--- src/rtl/matriz_writer.sv ---
// Pixel writer for a 5 x 7 LED matrix: set/clear/toggle single pixels,
// sweep-based clear-all, and a blinking cursor overlay on the outputs.
module matriz_writer #(
  parameter int BLINK_DIV = 25000000
) (
  input  logic       clk,
  input  logic       rst,
  input  logic       cmd_valid,
  output logic       cmd_ready,
  input  logic [1:0] cmd_op,
  input  logic [2:0] cmd_x,
  input  logic [2:0] cmd_y,
  input  logic       cursor_en,
  input  logic [2:0] cursor_x,
  input  logic [2:0] cursor_y,
  output logic [6:0] col1,
  output logic [6:0] col2,
  output logic [6:0] col3,
  output logic [6:0] col4,
  output logic [6:0] col5,
  output logic       busy,
  output logic       err
);

  localparam int CNT_W = (BLINK_DIV > 2) ? $clog2(BLINK_DIV) : 1;
  localparam logic [CNT_W-1:0] CNT_MAX = CNT_W'(BLINK_DIV - 1);

  typedef enum logic {IDLE, CLEAR} state_t;

  state_t           state, state_nxt;
  logic [2:0]       sweep;
  logic [6:0]       mem [5];
  logic [6:0]       disp [5];
  logic             acc, is_clr, pix_ok;
  logic [CNT_W-1:0] blink_cnt;
  logic             blink_ph;
  logic             cur_en_p0;
  logic [2:0]       cur_x_p0, cur_y_p0;

  assign acc    = cmd_valid & cmd_ready;
  assign is_clr = (cmd_op == 2'b11);
  assign pix_ok = (cmd_x <= 3'd4) && (cmd_y <= 3'd6);

  // FSM state register
  always_ff @(posedge clk) begin
    if (rst) state <= IDLE;
    else     state <= state_nxt;
  end

  // FSM next state: clear-all enters CLEAR, last sweep column returns to IDLE
  always_comb begin
    state_nxt = state;
    case (state)
      IDLE:    if (acc && is_clr) state_nxt = CLEAR;
      CLEAR:   if (sweep == 3'd4) state_nxt = IDLE;
      default: state_nxt = IDLE;
    endcase
  end

  // FSM outputs: commands are refused while sweeping or held in reset
  always_comb begin
    cmd_ready = (state == IDLE) && !rst;
    busy      = (state == CLEAR);
  end

  // Sweep index walks columns 0..4 while in CLEAR, rests at 0 otherwise
  always_ff @(posedge clk) begin
    if (rst)                                  sweep <= 3'd0;
    else if (state == CLEAR && sweep != 3'd4) sweep <= sweep + 3'd1;
    else                                      sweep <= 3'd0;
  end

  // Pixel storage: sweep zeroing or single-bit update on an accepted command
  always_ff @(posedge clk) begin
    if (rst) begin
      for (int c = 0; c < 5; c++) mem[c] <= 7'd0;
    end else if (state == CLEAR) begin
      mem[sweep] <= 7'd0;
    end else if (acc && !is_clr && pix_ok) begin
      case (cmd_op)
        2'b00:   mem[cmd_x][cmd_y] <= 1'b1;
        2'b01:   mem[cmd_x][cmd_y] <= 1'b0;
        default: mem[cmd_x][cmd_y] <= ~mem[cmd_x][cmd_y];
      endcase
    end
  end

  // Error pulse for an accepted pixel command aimed outside the matrix
  always_ff @(posedge clk) begin
    if (rst) err <= 1'b0;
    else     err <= acc && !is_clr && !pix_ok;
  end

  // Blink half-period counter; phase flips on every wrap
  always_ff @(posedge clk) begin
    if (rst) begin
      blink_cnt <= '0;
      blink_ph  <= 1'b0;
    end else if (blink_cnt == CNT_MAX) begin
      blink_cnt <= '0;
      blink_ph  <= ~blink_ph;
    end else begin
      blink_cnt <= blink_cnt + 1'b1;
    end
  end

  // ---- stage p0: cursor controls registered so outputs depend on state only
  // Cursor enable register
  always_ff @(posedge clk) begin
    if (rst) cur_en_p0 <= 1'b0;
    else     cur_en_p0 <= cursor_en;
  end

  // Cursor position register
  always_ff @(posedge clk) begin
    cur_x_p0 <= cursor_x;
    cur_y_p0 <= cursor_y;
  end

  // Display: stored columns with the cursor pixel inverted during blink phase 1
  always_comb begin
    for (int c = 0; c < 5; c++) begin
      disp[c] = mem[c];
      if (cur_en_p0 && blink_ph && (cur_x_p0 <= 3'd4) && (cur_y_p0 <= 3'd6) &&
          (cur_x_p0 == 3'(c)))
        disp[c] = mem[c] ^ (7'd1 << cur_y_p0);
    end
  end

  assign col1 = disp[0];
  assign col2 = disp[1];
  assign col3 = disp[2];
  assign col4 = disp[3];
  assign col5 = disp[4];

endmodule
--- config.mk ---
export PLATFORM = sky130hd
export DESIGN_NAME = matriz_writer
export DESIGN_NICKNAME = d
export VERILOG_FILES = /design/src/rtl/matriz_writer.sv
export SDC_FILE = /design/constraint.sdc
export NUM_CORES = 1
export LEC_CHECK = 0
export BUFFER_PORTS_ARGS = -buffer_cell sky130_fd_sc_hd__buf_4
export CORE_ASPECT_RATIO = 1.5
export CORE_UTILIZATION = 40
export DETAILED_ROUTE_END_ITERATION = 10
export PLACE_DENSITY = 0.62
export SETUP_SLACK_MARGIN = 0.5
export SLEW_MARGIN = 20
export SYNTH_ARGS = -nofsm -noshare
export SYNTH_HDL_FRONTEND = slang
export SYNTH_SLANG_ARGS = --single-unit
--- constraint.sdc ---
create_clock -name clk -period 2.6 [get_ports clk]
set_input_delay 0.52 -clock clk [delete_from_list [all_inputs] [get_ports clk]]
set_output_delay 0.52 -clock clk [all_outputs]
set_load 0.1 [all_outputs]
==> out/metrics.yaml, run 1 <==
outcome:
  status: "finished clean"
floorplanning:
  io_pins: 56
  die_area_sq_um: 13700
  core_area_sq_um: 12950
  start_util_pct: 40.84
  row_count: 51
  fp.dieH_microns: 142.8
  die_w_microns: 95.90
hold_path:
  min_to: "cur_y_p0[0]$_DFF_P_"
  hp-class: "primary input to register"
  hp-start: "cursor_y[0]"
  holdPathStages: 1
critical_path:
  ff2ff_setup_slack_ns: 0.05
  path_cells: "mux4_2, nor4b_1, or4b_1, or4_4, buf_12, a211oi_1"
  cp.required_ns: 2.78
  arrival_ns: 2.73
  crit_slowest_cell: "or4b_1"
  worstSetupPathType: "register to register"
  crit_fanout: 15
  worstRegToRegCells: 6
  worst_setup_path_end_kind: "register"
  critPathLaunchType: "register"
  rr_startpoint: "mem[4][6]$_SDFFCE_PN0P_"
  worst_path_largest_cell_delay_ns: 0.49
  reg2reg_to: "mem[2][3]$_SDFFCE_PN0P_"
timing:
  min_period_ns: 2.553
  max_freq_mhz: 391.8
  finalSetupViolCount: 0
  worstMarginPinSlew_ns: 0.9988
  relSlewSlack_pct: 32.71
  rsz0062_at_grt: "yes"
  hold_viol: 0
  skew_ns: 0.01160
  finalCritPeriodShare_pct: 98.17
  drv_slew: 0
  hold_ws_ns: 0.2731
clock_network:
  cts_tree: "yes"
  clk_pin_slew_ns: 0.07
  htreeDepth: 3
  clockBufferDepth: 2
  cts_root_buf: "clkbuf_16"
  cts_made_buffers: 9
  cts_hold_buf: 0
  cts.sinks: 94
  clock_latency_ns: 0.34
global_route:
  grtUsageTotal_pct: 22.73
  antenna_found_initial: 0
  grt.overflow.total: 0
  grt_start_max_net_pins: 42
  grt_pass1_wl_microns: 23110
  grt_pass1_vias: 4447
yosys:
  syn_area_sq_um: 5290
  synth_mux_area_share_pct: 7.923
  synthFlopType: "edfxtp_1"
  post_synth_num_cell_types: 43
  synth.largest_area_cell: "edfxtp_1"
  synth_edf_count: 56
  synth_compound_area_share_pct: 8.349
  synthArstFlopShare_pct: 0
  ys_ff_latch: 94
  ys_seq_area_share_pct: 46.17
  synth_warnings: 0
  syn_inst: 553
  yosys.area.top_type_share_pct: 31.79
  synth_nets: 574
  synthTopCellsByArea: "edfxtp_1, dfxtp_1, xor2_1"
  synthAdderAreaFrac_pct: 0.7096
  avgSynthCellArea_sq_um: 9.566
  synth_top_family_by_area: "simple AND/OR/NAND/NOR gates"
  synth_xor_area_share_pct: 9.768
  yosys.area_share.simple_pct: 23.82
place:
  dp_hpwl_microns: 10840
  gp_congestion: 0.8651
  io_buffer_count: 55
  place_inst: 797
finish:
  drive_gt1_share_pct: 42.62
  fin_nets: 687
  nFillCells: 1036
  layout.cells.non_filler: 830
  n_antenna_cell: 0
  synthToLayoutAreaGrowth_pct: 59.04
power_and_ir_drop:
  combPwrFrac_pct: 18.5
  p_switching_mw: 1.007
  vdd_drop_max_v: 0.0002594
  pwr-share-seq_pct: 44.9
  p_sw_share_pct: 27.54
  p_per_area_nw_per_um2: 434.7
  p_int_mw: 2.650
  p_clk_share_pct: 36.6
  p_leak_nw: 2.995
routing:
  vias_per_cell: 5.370
  drt_first_pass_iters: 4
  drc: 0
  routedWlPerCell_microns: 17.63
  drtIter0Drc: 274
  detail-route-antenna-nets: 0
  routed_wl_microns: 14630
  vias: 4457
run:
  drv_cap: 0
## per-stage QoR
step / setup TNS (ns) / util (%) / setup slack, ns / power, mW / instance area [sq um]
finish: 0 / 64.95 / 0.04747 / 3.657 / 8413
global route: -0.02154 / 64.95 / -0.006745 / 3.780 / 8413
CTS: 0 / 63.55 / 0.05279 / 3.664 / 8232
global placement: -6.623 / 55.56 / -0.1996 / 2.254 / 7197
floorplan: -0.1060 / - / -0.01488 / 2.093 / 6289
detailed placement: -10.88 / 55.56 / -0.2681 / 2.262 / 7197
## final cells by class
type                    count  area, sq um  area share, %
clock buffers              12        279.0          3.316
clock inverters             4        31.28         0.3718
inverters                   8        30.03         0.3569
multi-input cells         421         3832          45.55
flip-flops and latches     94         2451          29.13
well taps                 159        198.9          2.365
repair buffers            132         1590          18.90
## critical path, delay by kind of cell (launching register included)
family	cells	cell delay (ns)
buf+inv	1	0.18
simple gates	3	1.13
flops	1	0.41
mux	1	0.47
compound gates	1	0.19
## repair_timing
| item | 4_1_cts | 5_1_grt |
|---|---|---|
| endpoints found under the setup margin | 91 | 121 |
| endpoints found under the hold margin | 0 | 0 |
| gates resized for setup | 152 | 27 |
| pin swaps | 21 | 7 |
| setup buffers | 11 | 5 |
| cloned | 0 | 1 |
## registers in the layout, indices dropped and copies added (netlist names)
register	count
blink_ph	1
sweep	3
mem	56
cur_x_p0	3
busy	1
blink_cnt	25
cur_en_p0	1
cur_y_p0	3
err	1
## kinds of logic after synthesis
kind of cell | after synthesis
buffers and inverters | 38
multiplexers | 24
adder cells (fa/ha/maj) | 3
AND/OR/NAND/NOR | 261
flip-flops | 94
AO/OA/AOI/OAI | 74
XOR/XNOR | 59
## synth_stat cells (11+ instances only)
| cell | count |
|---|---|
| nor2_1 | 91 |
| edfxtp_1 | 56 |
| nand2_1 | 56 |
| xor2_1 | 48 |
| dfxtp_1 | 38 |
| a21oi_1 | 32 |
| nand2b_1 | 29 |
| nand3_1 | 20 |
| clkbuf_1 | 19 |
| nor3_1 | 16 |
| mux4_2 | 14 |
| o21ai_0 | 14 |
| xnor2_1 | 11 |
## power groups by stage
stage          clock network [mW]  logic [mW]  registers, mW
6_report                     1.34       0.675           1.64
4_1_cts                      1.36       0.665           1.64
5_1_grt                      1.43       0.708           1.65
2_1_floorplan                   0       0.399           1.69
3_5_place_dp                    0       0.589           1.67
3_3_place_gp                    0       0.581           1.67
## worst max-delay path by stage
stage          slack, ns                 endpoint  cells past startpoint                     from
3_3_place_gp       -0.20  mem[2][1]$_SDFFCE_PN0P_                      7                 cmd_x[0]
4_1_cts             0.05  mem[2][1]$_SDFFCE_PN0P_                      6  mem[4][6]$_SDFFCE_PN0P_
2_1_floorplan      -0.01  mem[0][3]$_SDFFCE_PN0P_                      9                 cmd_x[0]
6_report            0.05  mem[2][3]$_SDFFCE_PN0P_                      6  mem[4][6]$_SDFFCE_PN0P_
3_5_place_dp       -0.27  mem[2][1]$_SDFFCE_PN0P_                      7                 cmd_x[0]
5_1_grt           -0.007  mem[4][1]$_SDFFCE_PN0P_                      6  mem[4][6]$_SDFFCE_PN0P_
## routing by layer
| metal | up-vias | routed length [microns] | global-route usage, % |
|---|---|---|---|
| li1 | 2165 | - | - |
| met1 | 2167 | 5646 | 26.24 |
| met2 | 99 | 8243 | 42.03 |
| met3 | 26 | 405 | 3.248 |
| met4 | 0 | 333 | 7.620 |
| met5 | - | 0 | 0 |
## cell usage in the layout, fill, tap and decap left out, types with 6 or more instances in the layout
| cell | instances |
|---|---|
| o21ai_0 | 8 |
| a21oi_1 | 16 |
| nor2_4 | 36 |
| a211oi_2 | 7 |
| a21o_1 | 7 |
| dfxtp_1 | 31 |
| xor2_4 | 35 |
| edfxtp_1 | 56 |
| inv_1 | 6 |
| and3_1 | 7 |
| nand2_1 | 51 |
| nand3_1 | 18 |
| buf_4 | 81 |
| nor3b_1 | 7 |
| dfxtp_2 | 7 |
| clkbuf_16 | 12 |
| nand2b_1 | 29 |
| nor3_1 | 16 |
| nand4_1 | 8 |
| xnor2_1 | 11 |
| mux4_2 | 14 |
| xor2_1 | 13 |
| nor2_1 | 55 |
| a21oi_2 | 15 |
| buf_12 | 45 |
(Power assumes the default switching activity.)
==> run 2, diff against run 1 <==
--- a/config.mk
+++ b/config.mk
@@ -6,10 +6,12 @@
 export NUM_CORES = 1
 export LEC_CHECK = 0
 export BUFFER_PORTS_ARGS = -buffer_cell sky130_fd_sc_hd__buf_4
+export CELL_PAD_IN_SITES_DETAIL_PLACEMENT = 0
+export CELL_PAD_IN_SITES_GLOBAL_PLACEMENT = 1
 export CORE_ASPECT_RATIO = 1.5
 export CORE_UTILIZATION = 40
 export DETAILED_ROUTE_END_ITERATION = 10
-export PLACE_DENSITY = 0.62
+export PLACE_DENSITY = 0.76
 export SETUP_SLACK_MARGIN = 0.5
 export SLEW_MARGIN = 20
 export SYNTH_ARGS = -nofsm -noshare
==> out/metrics.yaml, run 2 (synthesis gave the netlist of run 1 again) <==
routing:
  drc: 0  # unchanged
  drt_first_pass_iters: 4  # unchanged
  routed_wl_microns: 15060  # +2.9%
  drtIter0Drc: 300  # +9.5%
  vias: 4535  # +1.8%
  detail-route-antenna-nets: 0  # unchanged
  routedWlPerCell_microns: 18.03  # +2.3%
  vias_per_cell: 5.431  # +1.1%
critical_path:
  crit_fanout: 5  # -10
  arrival_ns: 2.79  # +0.06 ns
  crit_slowest_cell: "or4b_4"
  worstSetupPathType: "register to register"
  worstRegToRegCells: 7  # +1
  worst_setup_path_end_kind: "register"
  cp.required_ns: 2.81  # +0.03 ns
  critPathLaunchType: "register"
  path_cells: "mux4_2, nor4b_4, or4b_4, or4_4, buf_4, buf_6, a21oi_2"
  worst_path_largest_cell_delay_ns: 0.49  # about the same
clock_network:
  cts.sinks: 94  # unchanged
  htreeDepth: 3  # unchanged
  clock_latency_ns: 0.35  # about the same
  clk_pin_slew_ns: 0.07  # about the same
  cts_root_buf: "clkbuf_16"
  cts_hold_buf: 0  # unchanged
  cts_made_buffers: 9  # unchanged
  cts_tree: "yes"
  clockBufferDepth: 2  # unchanged
power_and_ir_drop:
  power_mw: 3.759  # +2.8%
  p_clk_share_pct: 37.9  # +1.3 points
  p_sw_share_pct: 28.26  # +0.72 points
  combPwrFrac_pct: 18.3  # -0.2 points
  p_per_area_nw_per_um2: 441.1  # +1.5%
  vdd_drop_max_v: 0.0003441  # +33%
  p_leak_nw: 3.030  # +1.2%
  p_switching_mw: 1.062  # +5.5%
  p_int_mw: 2.697  # +1.8%
  pwr-share-seq_pct: 43.8  # -1.1 points
finish:
  fin_util_pct: 65.80  # +0.85 points
  synthToLayoutAreaGrowth_pct: 61.12
  stdcell_area_sq_um: 8523  # +1.3%
  reg_top3: "mem (56), blink_cnt (25)"
  drive_gt1_share_pct: 45.12  # +2.5 points
  layout_common_cells: "buf_4, edfxtp_1, nor2_1, nand2_1, buf_12"
  final_common_cell: "buf_4"
  n_antenna_cell: 0  # unchanged
  regMostFlops: "mem"
  fin_nets: 692  # +0.73%
  layout.cells.non_filler: 835  # +0.60%
  largest_reg_flops: 56  # unchanged
hold_path:
  holdPathStages: 1  # unchanged
  hp-class: "primary input to register"
floorplanning:
  fp.dieH_microns: 142.8  # unchanged
  row_count: 51  # unchanged
  core_area_sq_um: 12950  # unchanged
  io_pins: 56  # unchanged
  die_area_sq_um: 13700  # unchanged
  start_util_pct: 40.84  # unchanged
  die_w_microns: 95.90  # unchanged
timing:
  max_freq_mhz: 387.3  # -1.1%
  drv_slew: 0  # unchanged
  fin_ws_ns: 0.01790  # -0.02957 ns
  worstMarginPinSlew_ns: 1.226  # +0.2269 ns
  rsz0062_at_grt: "yes"
  min_period_ns: 2.582  # +0.02957 ns
  hold_ws_ns: 0.2660  # -0.007114 ns
  relSlewSlack_pct: 17.42  # -15 points
  finalCritPeriodShare_pct: 99.31  # +1.1 points
  fin_setup_tns_ns: 0  # unchanged
  hold_viol: 0  # unchanged
  skew_ns: 0.01171  # +0.0001053 ns
  finalSetupViolCount: 0  # unchanged
place:
  io_buffer_count: 55  # unchanged
  dpl_cell_area_sq_um: 7214  # +0.24%
  gp_congestion: 0.8542  # -1.3%
  place_inst: 801  # +0.50%
  pre_cts_slack_ns: -0.3392  # -0.07111 ns
  dp_hpwl_microns: 11080  # +2.2%
global_route:
  grtUsageTotal_pct: 23.34  # +0.61 points
  grt_pass1_vias: 4634  # +4.2%
  antenna_found_initial: 0  # unchanged
  grt_pass1_wl_microns: 23600  # +2.1%
  grt_start_max_net_pins: 40  # -4.8%
  grt.overflow.total: 0  # unchanged
outcome:
  status: "finished clean"
run:
  drv_cap: 0  # unchanged
[run 2: timing repair]
action,in CTS,in global routing
setup buffers,14,2
pin swaps,22,13
endpoints found under the setup margin,121,138
cloned,1,1
resized for setup,167,32
[run 2: final cells by class]
type / count / area (sq um)
clock buffer: 12 / 289.0
timing repair buffer: 137 / 1600
fill: 967 / 4431
multi-input combinational: 421 / 3913
inverter: 8 / 30.03
tap: 159 / 198.9
clock inverter: 4 / 40.04
sequential: 94 / 2452
[run 2: power groups by stage]
stage	Combinational (mW)	Sequential, mW	Clock, mW
6_report	0.689	1.64	1.43
4_1_cts	0.677	1.64	1.45
3_3_place_gp	0.582	1.68	0
3_5_place_dp	0.590	1.68	0
5_1_grt	0.724	1.65	1.49
2_1_floorplan	0.399	1.69	0
[run 2: path summary, 6_finish.rpt]
| kind | endpoint | from | slack (ns) |
|---|---|---|---|
| worst max-delay path | mem[4][6]$_SDFFCE_PN0P_ | mem[4][6]$_SDFFCE_PN0P_ | 0.02 |
| worst min register to register | blink_cnt[0]$_SDFF_PP0_ | blink_cnt[0]$_SDFF_PP0_ | 0.46 |
| worst max register to register | mem[4][6]$_SDFFCE_PN0P_ | mem[4][6]$_SDFFCE_PN0P_ | 0.02 |
| worst min-delay path | cur_x_p0[2]$_DFF_P_ | cursor_x[2] | 0.27 |
[run 2: critical path: cells and delay by family (launching register included)]
kind / cells / cell delay, ns
AO/OA/AOI/OAI: 1 / 0.12
buffers and inverters: 2 / 0.30
flip-flops: 1 / 0.41
multiplexers: 1 / 0.48
AND/OR/NAND/NOR: 3 / 1.12
[run 2: per-layer routing]
layer  up-vias  wire length (microns)  track usage (%)
met5         -                      0                0
met4         0                    438            10.13
met3        30                    506            3.248
met2       116                   8452            43.68
met1      2216                   5659            25.50
li1       2173                      -                -
==> run 3, diff against run 2 <==
--- a/config.mk
+++ b/config.mk
@@ -11,7 +11,7 @@
 export CORE_ASPECT_RATIO = 1.5
 export CORE_UTILIZATION = 40
 export DETAILED_ROUTE_END_ITERATION = 10
-export PLACE_DENSITY = 0.76
+export PLACE_DENSITY_LB_ADDON = 0.1
 export SETUP_SLACK_MARGIN = 0.5
 export SLEW_MARGIN = 20
 export SYNTH_ARGS = -nofsm -noshare
==> out/metrics.yaml, run 3 (synthesis gave the netlist of run 1 again) <==
outcome:
  status: "complete, but fails checks"
  violations: "setup timing"
power_and_ir_drop:
  p_leak_nw: 2.986  # -1.5%
  p_per_area_nw_per_um2: 419.9  # -4.8%
  vdd_drop_max_v: 0.0003065  # -11%
global_route:
  grt.overflow.total: 0  # unchanged
  antenna_found_initial: 0  # unchanged
  grt_pass1_vias: 4484  # -3.2%
  grtUsageTotal_pct: 23.08  # -0.26 points
  grt_pass1_wl_microns: 23410  # -0.82%
  grt_start_max_net_pins: 42  # +5.0%
routing:
  wl_met2_microns: 8389  # -0.75%
  dr_wl_met3_microns: 488  # -3.6%
  highest_layer: "met4"
  vias: 4519  # -0.35%
  drc: 0  # unchanged
  routed_wl_microns: 15150  # +0.60%
  vias_per_cell: 5.399  # -0.59%
  wl_met1_microns: 5738  # +1.4%
  drtIter0Drc: 274  # -8.7%
  drt_first_pass_iters: 5  # +1
  detail-route-antenna-nets: 0  # unchanged
  routedWlPerCell_microns: 18.10  # +0.36%
clock_network:
  clk_pin_slew_ns: 0.07  # about the same
  clock_latency_ns: 0.34  # about the same
  cts.sinks: 94  # unchanged
  cts_root_buf: "clkbuf_16"
  cts_made_buffers: 9  # unchanged
  clockBufferDepth: 2  # unchanged
  htreeDepth: 3  # unchanged
  cts_tree: "yes"
floorplanning:
  io_pins: 56  # unchanged
  start_util_pct: 40.84  # unchanged
  die_area_sq_um: 13700  # unchanged
  row_count: 51  # unchanged
  fp.dieH_microns: 142.8  # unchanged
  core_area_sq_um: 12950  # unchanged
  die_w_microns: 95.90  # unchanged
timing:
  finalCritPeriodShare_pct: 101.0  # +1.7 points
  finalSetupViolCount: 2  # +2
  hold_viol: 0  # unchanged
  worstMarginPinSlew_ns: 1.349  # +0.1232 ns
  skew_ns: 0.01089  # -0.0008109 ns
  rsz0062_at_grt: "yes"
  relSlewSlack_pct: 9.123  # -8.3 points
  hold_ws_ns: 0.2748  # +0.008795 ns
  fin_setup_tns_ns: -0.02815  # -0.02815 ns
  drv_slew: 0  # unchanged
  max_freq_mhz: 380.7  # -1.7%
  fin_ws_ns: -0.02698  # -0.04488 ns
  min_period_ns: 2.627  # +0.04488 ns
place:
  gp_congestion: 0.8637  # +1.1%
  place_inst: 801  # unchanged
  io_buffer_count: 55  # unchanged
  dp_hpwl_microns: 11230  # +1.3%
  pre_cts_slack_ns: -0.2403  # +0.09883 ns
  dpl_cell_area_sq_um: 7202  # -0.17%
finish:
  reg_top3: "mem (56), blink_cnt (25)"
  n_antenna_cell: 0  # unchanged
  stdcell_area_sq_um: 8472  # -0.60%
  layout.cells.non_filler: 837  # +0.24%
  final_common_cell: "buf_4"
  drive_gt1_share_pct: 43.95  # -1.2 points
  synthToLayoutAreaGrowth_pct: 60.15
  layout_common_cells: "buf_4, edfxtp_1, nor2_1, nand2_1, buf_12"
  largest_reg_flops: 56  # unchanged
  nFillCells: 990  # +2.4%
  fin_nets: 694  # +0.29%
  regMostFlops: "mem"
critical_path:
  worst_setup_path_end_kind: "register"
  critPathLaunchType: "register"
  crit_fanout: 7  # +2
  arrival_ns: 2.79  # about the same
  worstSetupPathType: "register to register"
  cp.required_ns: 2.77  # -0.04 ns
hold_path:
  hp-class: "primary input to register"
run:
  drv_cap: 0  # unchanged
## run 3: cell types whose count changed in the layout (fill, tap and decap cells not counted), sizes merged
cell,delta
buf,+1
clkbuf,+1
clkinvlp,+1
inv,-1
## run 3: final timing paths
path,endpoint,startpoint,cells after the start,slack [ns]
setup reg to reg,mem[2][1]$_SDFFCE_PN0P_,mem[4][6]$_SDFFCE_PN0P_,6,-0.03
setup / recovery,mem[2][1]$_SDFFCE_PN0P_,mem[4][6]$_SDFFCE_PN0P_,6,-0.03
hold reg to reg,blink_cnt[0]$_SDFF_PP0_,blink_cnt[0]$_SDFF_PP0_,1,0.48
hold / removal,cur_x_p0[0]$_DFF_P_,cursor_x[0],1,0.27
## run 3: stage by stage
step	power [mW]	util [%]
floorplan	2.093	-
global placement	2.256	55.60
detailed placement	2.264	55.60
CTS	3.565	63.62
global route	3.668	65.40
finish	3.557	65.40
## run 3: area by class of cell
| cell class | count | area (sq um) | area share, % |
|---|---|---|---|
| Tap cell | 159 | 198.9 | 2.348 |
| Timing Repair Buffer | 139 | 1618 | 19.10 |
| Inverter | 8 | 30.03 | 0.3545 |
| Multi-Input combinational cell | 421 | 3904 | 46.08 |
| Sequential cell | 94 | 2454 | 28.96 |
| Clock buffer | 12 | 236.5 | 2.791 |
| Clock inverter | 4 | 31.28 | 0.3692 |
## run 3: critical path: stages (launching register included)
cell and delay (ns):
edfxtp_1 0.42, mux4_2 0.47, nor4b_1 0.15, or4b_1 0.48, or4_4 0.55, buf_12 0.19
a211oi_2 0.19
## run 3: report_power, final
group | switching (mW) | total, mW | internal [mW] | leakage, nW
registers | 0.0350 | 1.64 | 1.61 | 0.863
clock network | 0.566 | 1.22 | 0.657 | 0.128
logic | 0.414 | 0.691 | 0.276 | 1.99
total | 1.02 | 3.56 | 2.54 | 2.99
## run 3: routing by layer
metal	GRT usage [%]	vias to the layer above
met3	3.035	37
met5	0	-
met4	10.37	0
met2	42.33	125
li1	-	2167
met1	25.96	2190
## run 3: what timing repair did
item	in CTS	in global routing
gates resized for setup	155	36
gates cloned	1	2
hold buffers	0	0
setup buffers	14	3
setup endpoints to repair	109	143
pin swaps	14	15
